File: src/rtl/decode_exe_pipe_stage_pkg.sv
// Shared decode/execute definitions: the packed control bundle and bubble-count sizing.
package decode_exe_pipe_stage_pkg;

  typedef struct packed {
    logic [7:0] acc_imm;
    logic [4:0] alu_op;
    logic [1:0] a_sel;
    logic [1:0] b_sel;
    logic [3:0] wr_en;
    logic       flag_upd;
    logic       mem_wr;
    logic       br_en;
  } ctrl_t;

  localparam int CTRL_BUNDLE_W = $bits(ctrl_t);
  localparam int BUBBLE_CNT_W  = 2;

  // Hazard cycle counts as the first bubble, so the counter reloads with n-1 (n clamped to 1..3).
  function automatic logic [BUBBLE_CNT_W-1:0] bubble_reload(input int unsigned n);
    if (n <= 1) return '0;
    if (n >= 3) return BUBBLE_CNT_W'(2);
    return BUBBLE_CNT_W'(n - 1);
  endfunction

endpackage

File: src/rtl/decode_exe_pipe_stage_load_use_detector.sv
// Raw load-use match between incoming sources and the load held in the stage.
// Purely combinational; qualification by valid/bubble/flush happens in the top.
module load_use_detector #(
  parameter int ADDR_WIDTH = 4
) (
  input  logic                  src1_used_i,
  input  logic                  src2_used_i,
  input  logic [ADDR_WIDTH-1:0] src1_addr_i,
  input  logic [ADDR_WIDTH-1:0] src2_addr_i,
  input  logic [ADDR_WIDTH-1:0] dest_addr_i,
  input  logic                  reg_wr_i,
  input  logic                  mem_read_i,
  output logic                  match_o
);

  logic src1_hit;
  logic src2_hit;

  assign src1_hit = src1_used_i && (src1_addr_i == dest_addr_i);
  assign src2_hit = src2_used_i && (src2_addr_i == dest_addr_i);
  assign match_o  = mem_read_i && reg_wr_i && (src1_hit || src2_hit);

endmodule

File: src/rtl/decode_exe_pipe_stage.sv
// Decode->execute register with valid/ready, load-use bubbles, flush and a saturating stall counter.
// One cycle latency; in_ready_o drops on downstream backpressure, a hazard or a pending bubble.
module decode_exe_pipe_stage
  import decode_exe_pipe_stage_pkg::*;
#(
  parameter int WORD             = 32,
  parameter int ADDR_WIDTH       = 4,
  parameter int CTRL_WIDTH       = CTRL_BUNDLE_W,
  parameter int LOAD_USE_BUBBLES = 1,
  parameter int STALL_CNT_WIDTH  = 16
) (
  input  logic                       clk_i,
  input  logic                       reset_i,
  input  logic                       in_valid_i,
  output logic                       in_ready_o,
  input  logic [CTRL_WIDTH-1:0]      ctrl_i,
  input  logic                       mem_read_i,
  input  logic                       reg_wr_i,
  input  logic                       src1_used_i,
  input  logic                       src2_used_i,
  input  logic [ADDR_WIDTH-1:0]      src1_addr_i,
  input  logic [ADDR_WIDTH-1:0]      src2_addr_i,
  input  logic [ADDR_WIDTH-1:0]      dest_addr_i,
  input  logic [WORD-1:0]            immediate_i,
  input  logic [WORD-1:0]            reg1_data_i,
  input  logic [WORD-1:0]            reg2_data_i,
  input  logic [WORD-1:0]            pc_i,
  input  logic                       flush_i,
  input  logic                       clr_stats_i,
  output logic                       out_valid_o,
  input  logic                       out_ready_i,
  output logic [CTRL_WIDTH-1:0]      ctrl_o,
  output logic                       mem_read_o,
  output logic                       reg_wr_o,
  output logic [ADDR_WIDTH-1:0]      src1_addr_o,
  output logic [ADDR_WIDTH-1:0]      src2_addr_o,
  output logic [ADDR_WIDTH-1:0]      dest_addr_o,
  output logic [WORD-1:0]            immediate_o,
  output logic [WORD-1:0]            reg1_data_o,
  output logic [WORD-1:0]            reg2_data_o,
  output logic [WORD-1:0]            pc_o,
  output logic                       hazard_o,
  output logic [STALL_CNT_WIDTH-1:0] stall_count_o
);

  localparam logic [BUBBLE_CNT_W-1:0] BUBBLE_RELOAD = bubble_reload(LOAD_USE_BUBBLES);

  logic                       out_valid_q, out_valid_d;
  logic [BUBBLE_CNT_W-1:0]    bubble_q, bubble_d;
  logic [STALL_CNT_WIDTH-1:0] stall_q, stall_d;

  logic [CTRL_WIDTH-1:0] ctrl_q;
  logic                  mem_read_q, reg_wr_q;
  logic [ADDR_WIDTH-1:0] src1_addr_q, src2_addr_q, dest_addr_q;
  logic [WORD-1:0]       imm_q, reg1_q, reg2_q, pc_q;

  logic raw_match;
  logic bubble_busy;
  logic accept;

  load_use_detector #(
    .ADDR_WIDTH (ADDR_WIDTH)
  ) u_load_use_detector (
    .src1_used_i (src1_used_i),
    .src2_used_i (src2_used_i),
    .src1_addr_i (src1_addr_i),
    .src2_addr_i (src2_addr_i),
    .dest_addr_i (dest_addr_q),
    .reg_wr_i    (reg_wr_q),
    .mem_read_i  (mem_read_q),
    .match_o     (raw_match)
  );

  assign bubble_busy = (bubble_q != '0);
  assign hazard_o    = in_valid_i && out_valid_q && raw_match && !bubble_busy && !flush_i;
  assign in_ready_o  = (!out_valid_q || out_ready_i) && !hazard_o && !bubble_busy;
  assign accept      = in_valid_i && in_ready_o && !flush_i;

  always_comb begin
    out_valid_d = out_valid_q;
    bubble_d    = bubble_q;
    stall_d     = stall_q;
    if (flush_i) begin
      out_valid_d = 1'b0;
      bubble_d    = '0;
    end else begin
      if (accept)           out_valid_d = 1'b1;
      else if (out_ready_i) out_valid_d = 1'b0;
      // A hazard that can drain starts the bubble; one that cannot just re-evaluates.
      if (hazard_o && out_ready_i) bubble_d = BUBBLE_RELOAD;
      else if (bubble_busy)        bubble_d = bubble_q - BUBBLE_CNT_W'(1);
    end
    if (clr_stats_i)
      stall_d = '0;
    else if (in_valid_i && !in_ready_o && !flush_i && !(&stall_q))
      stall_d = stall_q + STALL_CNT_WIDTH'(1);
  end

  always_ff @(posedge clk_i or negedge reset_i) begin
    if (!reset_i) begin
      out_valid_q <= 1'b0;
      bubble_q    <= '0;
      stall_q     <= '0;
      ctrl_q      <= '0;
      mem_read_q  <= 1'b0;
      reg_wr_q    <= 1'b0;
      src1_addr_q <= '0;
      src2_addr_q <= '0;
      dest_addr_q <= '0;
      imm_q       <= '0;
      reg1_q      <= '0;
      reg2_q      <= '0;
      pc_q        <= '0;
    end else begin
      out_valid_q <= out_valid_d;
      bubble_q    <= bubble_d;
      stall_q     <= stall_d;
      if (accept) begin
        ctrl_q      <= ctrl_i;
        mem_read_q  <= mem_read_i;
        reg_wr_q    <= reg_wr_i;
        src1_addr_q <= src1_addr_i;
        src2_addr_q <= src2_addr_i;
        dest_addr_q <= dest_addr_i;
        imm_q       <= immediate_i;
        reg1_q      <= reg1_data_i;
        reg2_q      <= reg2_data_i;
        pc_q        <= pc_i;
      end
    end
  end

  assign out_valid_o   = out_valid_q;
  assign ctrl_o        = ctrl_q;
  assign mem_read_o    = mem_read_q;
  assign reg_wr_o      = reg_wr_q;
  assign src1_addr_o   = src1_addr_q;
  assign src2_addr_o   = src2_addr_q;
  assign dest_addr_o   = dest_addr_q;
  assign immediate_o   = imm_q;
  assign reg1_data_o   = reg1_q;
  assign reg2_data_o   = reg2_q;
  assign pc_o          = pc_q;
  assign stall_count_o = stall_q;

endmodule
File: config.mk
export PLATFORM = sky130hd
export DESIGN_NAME = decode_exe_pipe_stage
export DESIGN_NICKNAME = d
export VERILOG_FILES = /design/src/rtl/decode_exe_pipe_stage_pkg.sv /design/src/rtl/decode_exe_pipe_stage_load_use_detector.sv /design/src/rtl/decode_exe_pipe_stage.sv
export SDC_FILE = /design/constraint.sdc
export NUM_CORES = 1
export LEC_CHECK = 0
export BUFFER_PORTS_ARGS = -buffer_cell sky130_fd_sc_hd__buf_4
export CAP_MARGIN = 20
export CORE_AREA = 4 4 138 140
export CTS_CLUSTER_SIZE = 12
export DETAILED_ROUTE_END_ITERATION = 6
export DIE_AREA = 0 0 142 144
export GPL_ROUTABILITY_DRIVEN = 0
export PLACE_DENSITY = 0.76
export SLEW_MARGIN = 20
export SYNTH_ARGS = -nofsm -noshare
export SYNTH_HDL_FRONTEND = slang
export SYNTH_SLANG_ARGS = --single-unit
File: constraint.sdc
create_clock -name clk_i -period 7.7 [get_ports clk_i]
set_clock_uncertainty 0.2 [all_clocks]
set_input_delay 1.54 -clock clk_i [delete_from_list [all_inputs] [get_ports clk_i]]
set_output_delay 1.54 -clock clk_i [all_outputs]
set_load 0.1 [all_outputs]
==> impl_metrics.env, run 1 <==
export IMPL_critPathRequiredTime_ns=5.96
export IMPL_cts_clk_slew_worst_paths_ns=0.06
export IMPL_io_buffers=358
export IMPL_drive_gt1_share_pct=65.96
export IMPL_instances_no_fill=1081
export IMPL_ant_nets=0
export IMPL_rr_startpoint="bubble_q[0]"
export IMPL_dpl_cell_area_um2=10710
export IMPL_ys_top_cells_by_count="185 x dfrtp_1, 140 x mux2_4, 26 x mux2_2"
export IMPL_yosys_area_share_simple_pct=3.640
export IMPL_cp_slowest_stage_delay_ns=0.31
export IMPL_syn_area_um2=7941
export IMPL_synth_cell_type_count=38
export IMPL_grt_util_all_layers_pct=20.21
export IMPL_synth_top_family_by_area="multiplexers"
export IMPL_grt_pass1_wl_mm=31.96
export IMPL_vias_per_cell=4.952
export IMPL_seq_area_frac_synth_pct=58.30
export IMPL_area_delta_synth_final_pct=42.97
export IMPL_synthAdderAreaFrac_pct=0.3151
export IMPL_path_cells="buf_4, nand2b_1, nand2b_1, o41ai_4, or2_4, inv_1, buf_4"
export IMPL_fin_crit_sh_pct=60.93
export IMPL_n_antenna_cell=0
export IMPL_row_count=49
export IMPL_critical_path_class="in -> out"
export IMPL_yosys_register_bits=185
export IMPL_yosys_top_cells_area="dfrtp_1 58%, mux2_4 26%, mux2_2 3.7%, buf_8 2.1%, a21oi_1 0.82%"
export IMPL_grt_start_max_net_pins=109
export IMPL_die_w_um=142
export IMPL_ys_flop_type="dfrtp_1"
export IMPL_tns_ns=0
export IMPL_final_core_util_pct=63.64
export IMPL_start_util_pct=44.51
export IMPL_grt_pass1_vias=5634
export IMPL_cap_viol_max_count=0
export IMPL_die_y_um=144
export IMPL_cp_end_kind="output port"
export IMPL_worst_pin_slew_ns=1.021
export IMPL_dr_total_vias=5353
export IMPL_hp_start="ctrl_o[2]"
export IMPL_wl_per_cell_um=20.03
export IMPL_start_kind="primary input"
export IMPL_hold_buffers=0
export IMPL_drc=0
export IMPL_syn_avg_cell_area_um2=16.54
export IMPL_hold_class="reg -> reg"
export IMPL_syn_num_nets=656
export IMPL_cts_root_buffer="clkbuf_16"
export IMPL_synth_edff_count=0
export IMPL_fin_nets=1015
export IMPL_critPathArrivalTime_ns=2.95
export IMPL_max_freq_ghz=0.2131
export IMPL_cp_max_fo=5
export IMPL_synth_warning_count=0
export IMPL_yosysTopAreaCell="dfrtp_1"
export IMPL_stdcell_area_um2=11350
export IMPL_async_reset_ff_share_pct=100.0
export IMPL_hpwl_mm=15.87
export IMPL_slew_headroom_pct=31.95
export IMPL_ctsResizeCount=0
export IMPL_cts_made_buffers=17
export IMPL_grt_ovfl_total=0
export IMPL_synth_xor_area_share_pct=0.9926
export IMPL_synth_most_common_cell="dfrtp_1"
export IMPL_worst_path_max_delay_cell="o41ai_4"
export IMPL_io_pins=359
export IMPL_synth_compound_area_share_pct=2.931
export IMPL_outcome="complete, no violations"
export IMPL_die_area_um2=20450
export IMPL_setup_violations=0
export IMPL_cts_sinks=185
export IMPL_synth_area_mux_share_pct=30.28
export IMPL_rsz0062_at_grt="false"
export IMPL_post_cts_buffers=0
export IMPL_max_clock_path_buffers=2
export IMPL_finalCriticalPeriod_ns=4.692
export IMPL_synth_cells=480
export IMPL_coreArea_um2=17840
export IMPL_finalHoldViolCount=0
export IMPL_crit_path_start="flush_i"
export IMPL_antenna_found_initial=0
export IMPL_drv_slew=0
export IMPL_h_tree_depth=4
export IMPL_dp_cells=1048
export IMPL_synth_top_cell_area_share_pct=58.30
export IMPL_drtPass1Iterations=4
export IMPL_routed_wl_mm=21.66
export IMPL_cts_tree="built"
export IMPL_clk_latency_ns=0.43
export IMPL_drt_initial_drc_count=165
area by class of cell:
| cell class | instances | area [um^2] |
|---|---|---|
| fill | 1393 | 6487 |
| sequential | 185 | 4629 |
| multi-input combinational | 264 | 3035 |
| timing repair buffer | 362 | 2758 |
| clock buffer | 21 | 450.4 |
| tap | 229 | 286.5 |
| clock inverter | 11 | 160.2 |
| inverter | 9 | 33.78 |
cell families after synthesis:
family                     after synthesis
DFF                                    185
AOI/OAI and AO/OA                       34
xor gates and xnor gates                 9
adders and majority gates                2
buffers and inverters                   31
muxes                                  167
and+or+nand+nor                         52
per-stage QoR:
stage / setup WS, ns / hold slack [ns]
floorplan: 3.067 / 0.2843
global placement: 3.061 / 0.2911
detailed placement: 3.012 / 0.2930
CTS: 3.007 / 0.3118
global route: 2.938 / 0.3238
finish: 3.008 / 0.3101
worst paths after layout:
check                            endpoint  slack (ns)  cells after the start
max                            in_ready_o        3.01                      7
min                             ctrl_o[2]        0.31                      1
max reg2reg                     ctrl_o[0]        4.56                      9
min reg2reg                     ctrl_o[2]        0.31                      1
max in group asynchronous  immediate_o[5]        5.07                      3
min in group asynchronous  reg2_data_o[7]        0.77                      1
worst max-delay path: cells and delay by family:
| family | cells | cell delay (ns) |
|---|---|---|
| buf+inv | 3 | 0.39 |
| simple gates | 3 | 0.70 |
| compound gates | 1 | 0.31 |
cells in the final DEF (no fill, tap or decap), types with 2 or more instances in the layout:
cell	netlist	routed
nand2b_1	5	5
xor2_1	4	4
inv_8	0	2
buf_6	5	2
xnor2_1	5	5
nand2_1	7	7
nand4_1	5	5
or3_1	6	6
a21oi_1	13	13
o31ai_1	6	6
clkbuf_1	2	3
ha_1	2	2
nand3_1	4	4
and3_1	2	2
dfrtp_1	185	185
clkinv_4	0	2
buf_4	0	358
or4_1	6	6
inv_6	0	2
clkbuf_16	0	17
nor2_1	11	11
mux2_2	26	26
bufinv_16	0	3
o21ai_0	6	6
o211ai_1	2	2
inv_1	9	9
mux2_4	140	140
state kept, by name, indices dropped and copies added, names as in the netlist:
signal / count
src1_addr_o: 4
reg1_data_o: 32
reg_wr_o: 1
src2_addr_o: 4
reg2_data_o: 32
out_valid_o: 1
bubble_q: 2
immediate_o: 32
dest_addr_o: 4
mem_read_o: 1
ctrl_o: 24
stall_count_o: 16
pc_o: 32
per-layer routing:
| metal | global-route usage, % | vias up | share of wire [%] |
|---|---|---|---|
| li1 | - | 2421 | - |
| met1 | 24.56 | 2698 | 38 |
| met2 | 34.83 | 202 | 53 |
| met3 | 5.456 | 32 | 6.2 |
| met4 | 7.071 | 0 | 2.6 |
| met5 | 0 | - | 0 |
Power of run 1 is not shown: default switching activity piles up to over one toggle a cycle in this logic, so the estimate is an artifact.
==> run 2: changes to the inputs <==
Settings changed: CORE_AREA 4 4 138 140 to default, CORE_MARGIN from default to 4, CORE_UTILIZATION from default to 47, DIE_AREA 0 0 142 144 to default, PLACE_DENSITY 0.76 to 0.8.
Clock period 7.7 ns to 4.8 ns, I/O delays scaled along.
==> impl_metrics.env, run 2 (synthesis results as in run 1) <==
export IMPL_drv_slew=0
export IMPL_grt_pass1_vias=5677
export IMPL_r2r_end="ctrl_o[5]"
export IMPL_h_tree_depth=4
export IMPL_fin_crit_sh_pct=74.04
export IMPL_cap_viol_max_count=0
export IMPL_outcome="complete, no violations"
export IMPL_slew_headroom_pct=42.08
export IMPL_vias_per_cell=5.024
export IMPL_routed_wl_mm=22.04
export IMPL_start_kind="primary input"
export IMPL_setup_violations=0
export IMPL_io_buffers=358
export IMPL_grt_ovfl_total=0
export IMPL_n_antenna_cell=0
export IMPL_r2r_cells=9
export IMPL_finalCriticalPeriod_ns=3.554
export IMPL_cts_root_buffer="clkbuf_16"
export IMPL_cts_tree="built"
export IMPL_hold_class="reg -> reg"
export IMPL_max_freq_ghz=0.2814
export IMPL_critical_path_class="in -> out"
export IMPL_final_cell_mix="362 x buf_4, 185 x dfrtp_1, 140 x mux2_4, 26 x mux2_2, 17 x clkbuf_16"
export IMPL_final_common_cell="buf_4"
export IMPL_grt_start_max_net_pins=80
export IMPL_io_pins=359
export IMPL_antenna_found_initial=0
export IMPL_wl_per_cell_um=20.47
export IMPL_cts_sinks=185
export IMPL_dp_slack_ns=1.267
export IMPL_crit_cells=7
export IMPL_dr_total_vias=5411
export IMPL_post_cts_buffers=0
export IMPL_start_util_pct=47.89
export IMPL_worst_pin_slew_ns=0.8687
export IMPL_max_clock_path_buffers=2
export IMPL_finalHoldViolCount=0
export IMPL_grt_util_all_layers_pct=21.96
export IMPL_rsz0062_at_grt="false"
export IMPL_cp_slowest_stage_delay_ns=0.35
export IMPL_area_delta_synth_final_pct=42.92
export IMPL_worst_path_max_delay_cell="o41ai_4"
export IMPL_cts_made_buffers=17
export IMPL_cts_clk_slew_worst_paths_ns=0.08
export IMPL_hpwl_mm=16.15
export IMPL_drc=0
export IMPL_path_cells="buf_4, nand2b_1, nand2b_1, o41ai_4, or2_4, inv_1, buf_4"
export IMPL_clk_latency_ns=0.42
export IMPL_die_w_um=138.0
export IMPL_crit_path_end="in_ready_o"
export IMPL_crit_path_start="flush_i"
export IMPL_fillerInstances=1156
export IMPL_cp_max_fo=5
export IMPL_ff2ff_setup_slack_ns=1.70
export IMPL_drive_gt1_share_pct=66.51
export IMPL_tns_ns=0
export IMPL_coreArea_um2=16580
export IMPL_rr_startpoint="bubble_q[0]"
export IMPL_critPathArrivalTime_ns=2.39
export IMPL_die_y_um=138.0
export IMPL_critPathRequiredTime_ns=3.64
export IMPL_fin_nets=1020
export IMPL_worst_path_buf_inv=3
export IMPL_cp_end_kind="output port"
export IMPL_ctsResizeCount=0
export IMPL_die_area_um2=19040
export IMPL_drt_initial_drc_count=177
export IMPL_grt_pass1_wl_mm=31.53
export IMPL_row_count=47
export IMPL_ant_nets=0
export IMPL_drtPass1Iterations=4
export IMPL_hold_buffers=0
export IMPL_setup_slack_ns=1.246
export IMPL_cp_top_family="simple AND/OR/NAND/NOR gates"
==> run 2: changes by cell type in the layout (fill, tap and decap cells not counted), sizes merged <==
| cell | change |
|---|---|
| clkbuf | -3 |
| bufinv | -3 |
| buf | +5 |
| clkinv | +1 |
| inv | +5 |
==> run 2: how the worst min path moves through the flow <==
stage	start	end	slack, ns	depth (start not counted)
6_report	ctrl_o[2]	ctrl_o[2]	0.31	1
3_5_place_dp	reg2_data_o[23]	reg2_data_o[23]	0.29	1
2_1_floorplan	bubble_q[1]	bubble_q[1]	0.28	2
5_1_grt	ctrl_o[18]	ctrl_o[18]	0.32	1
3_3_place_gp	ctrl_o[4]	ctrl_o[4]	0.29	1
4_1_cts	reg2_data_o[22]	reg2_data_o[22]	0.31	1
==> run 2: per-layer routing <==
layer  share of wire, %  wire length, um  GRT usage [%]
met1                 36             8032          24.88
met2                 51            11330          37.74
met3                8.5             1881          7.075
met4                3.6              796          10.10
met5                  0                0              0
==> run 2: stage by stage <==
| step | area (um^2) | hold WS, ns | cells | utilization [%] |
|---|---|---|---|---|
| floorplan | 7941 | 0.2843 | 480 | - |
| global placement | 10780 | 0.2912 | 1045 | 65.02 |
| detailed placement | 10780 | 0.2942 | 1045 | 65.02 |
| CTS | 11350 | 0.3143 | 1077 | 68.44 |
| global route | 11350 | 0.3207 | 1077 | 68.44 |
| finish | 11350 | 0.3120 | 1077 | 68.44 |
==> run 2: layout make-up <==
| type | count | area [um^2] | share of cell area [%] |
|---|---|---|---|
| tap | 220 | 275.3 | 2.425 |
| timing repair buffer | 367 | 2809 | 24.75 |
| inverter | 9 | 33.78 | 0.2977 |
| multi-input combinational | 264 | 3035 | 26.74 |
| clock buffer | 18 | 439.2 | 3.869 |
| clock inverter | 14 | 127.6 | 1.124 |
| sequential | 185 | 4629 | 40.79 |
==> run 2: worst register-to-register path: stages, from the launching register on <==
cell and delay (ns):
dfrtp_1 0.37, inv_1 0.05, ha_1 0.25, nand4_1 0.19, nor2_1 0.08, and4b_1 0.23
or2_4 0.29, nor2_4 0.37, buf_12 0.45, mux2_2 0.51
Power of run 2 is left out for the same reason.
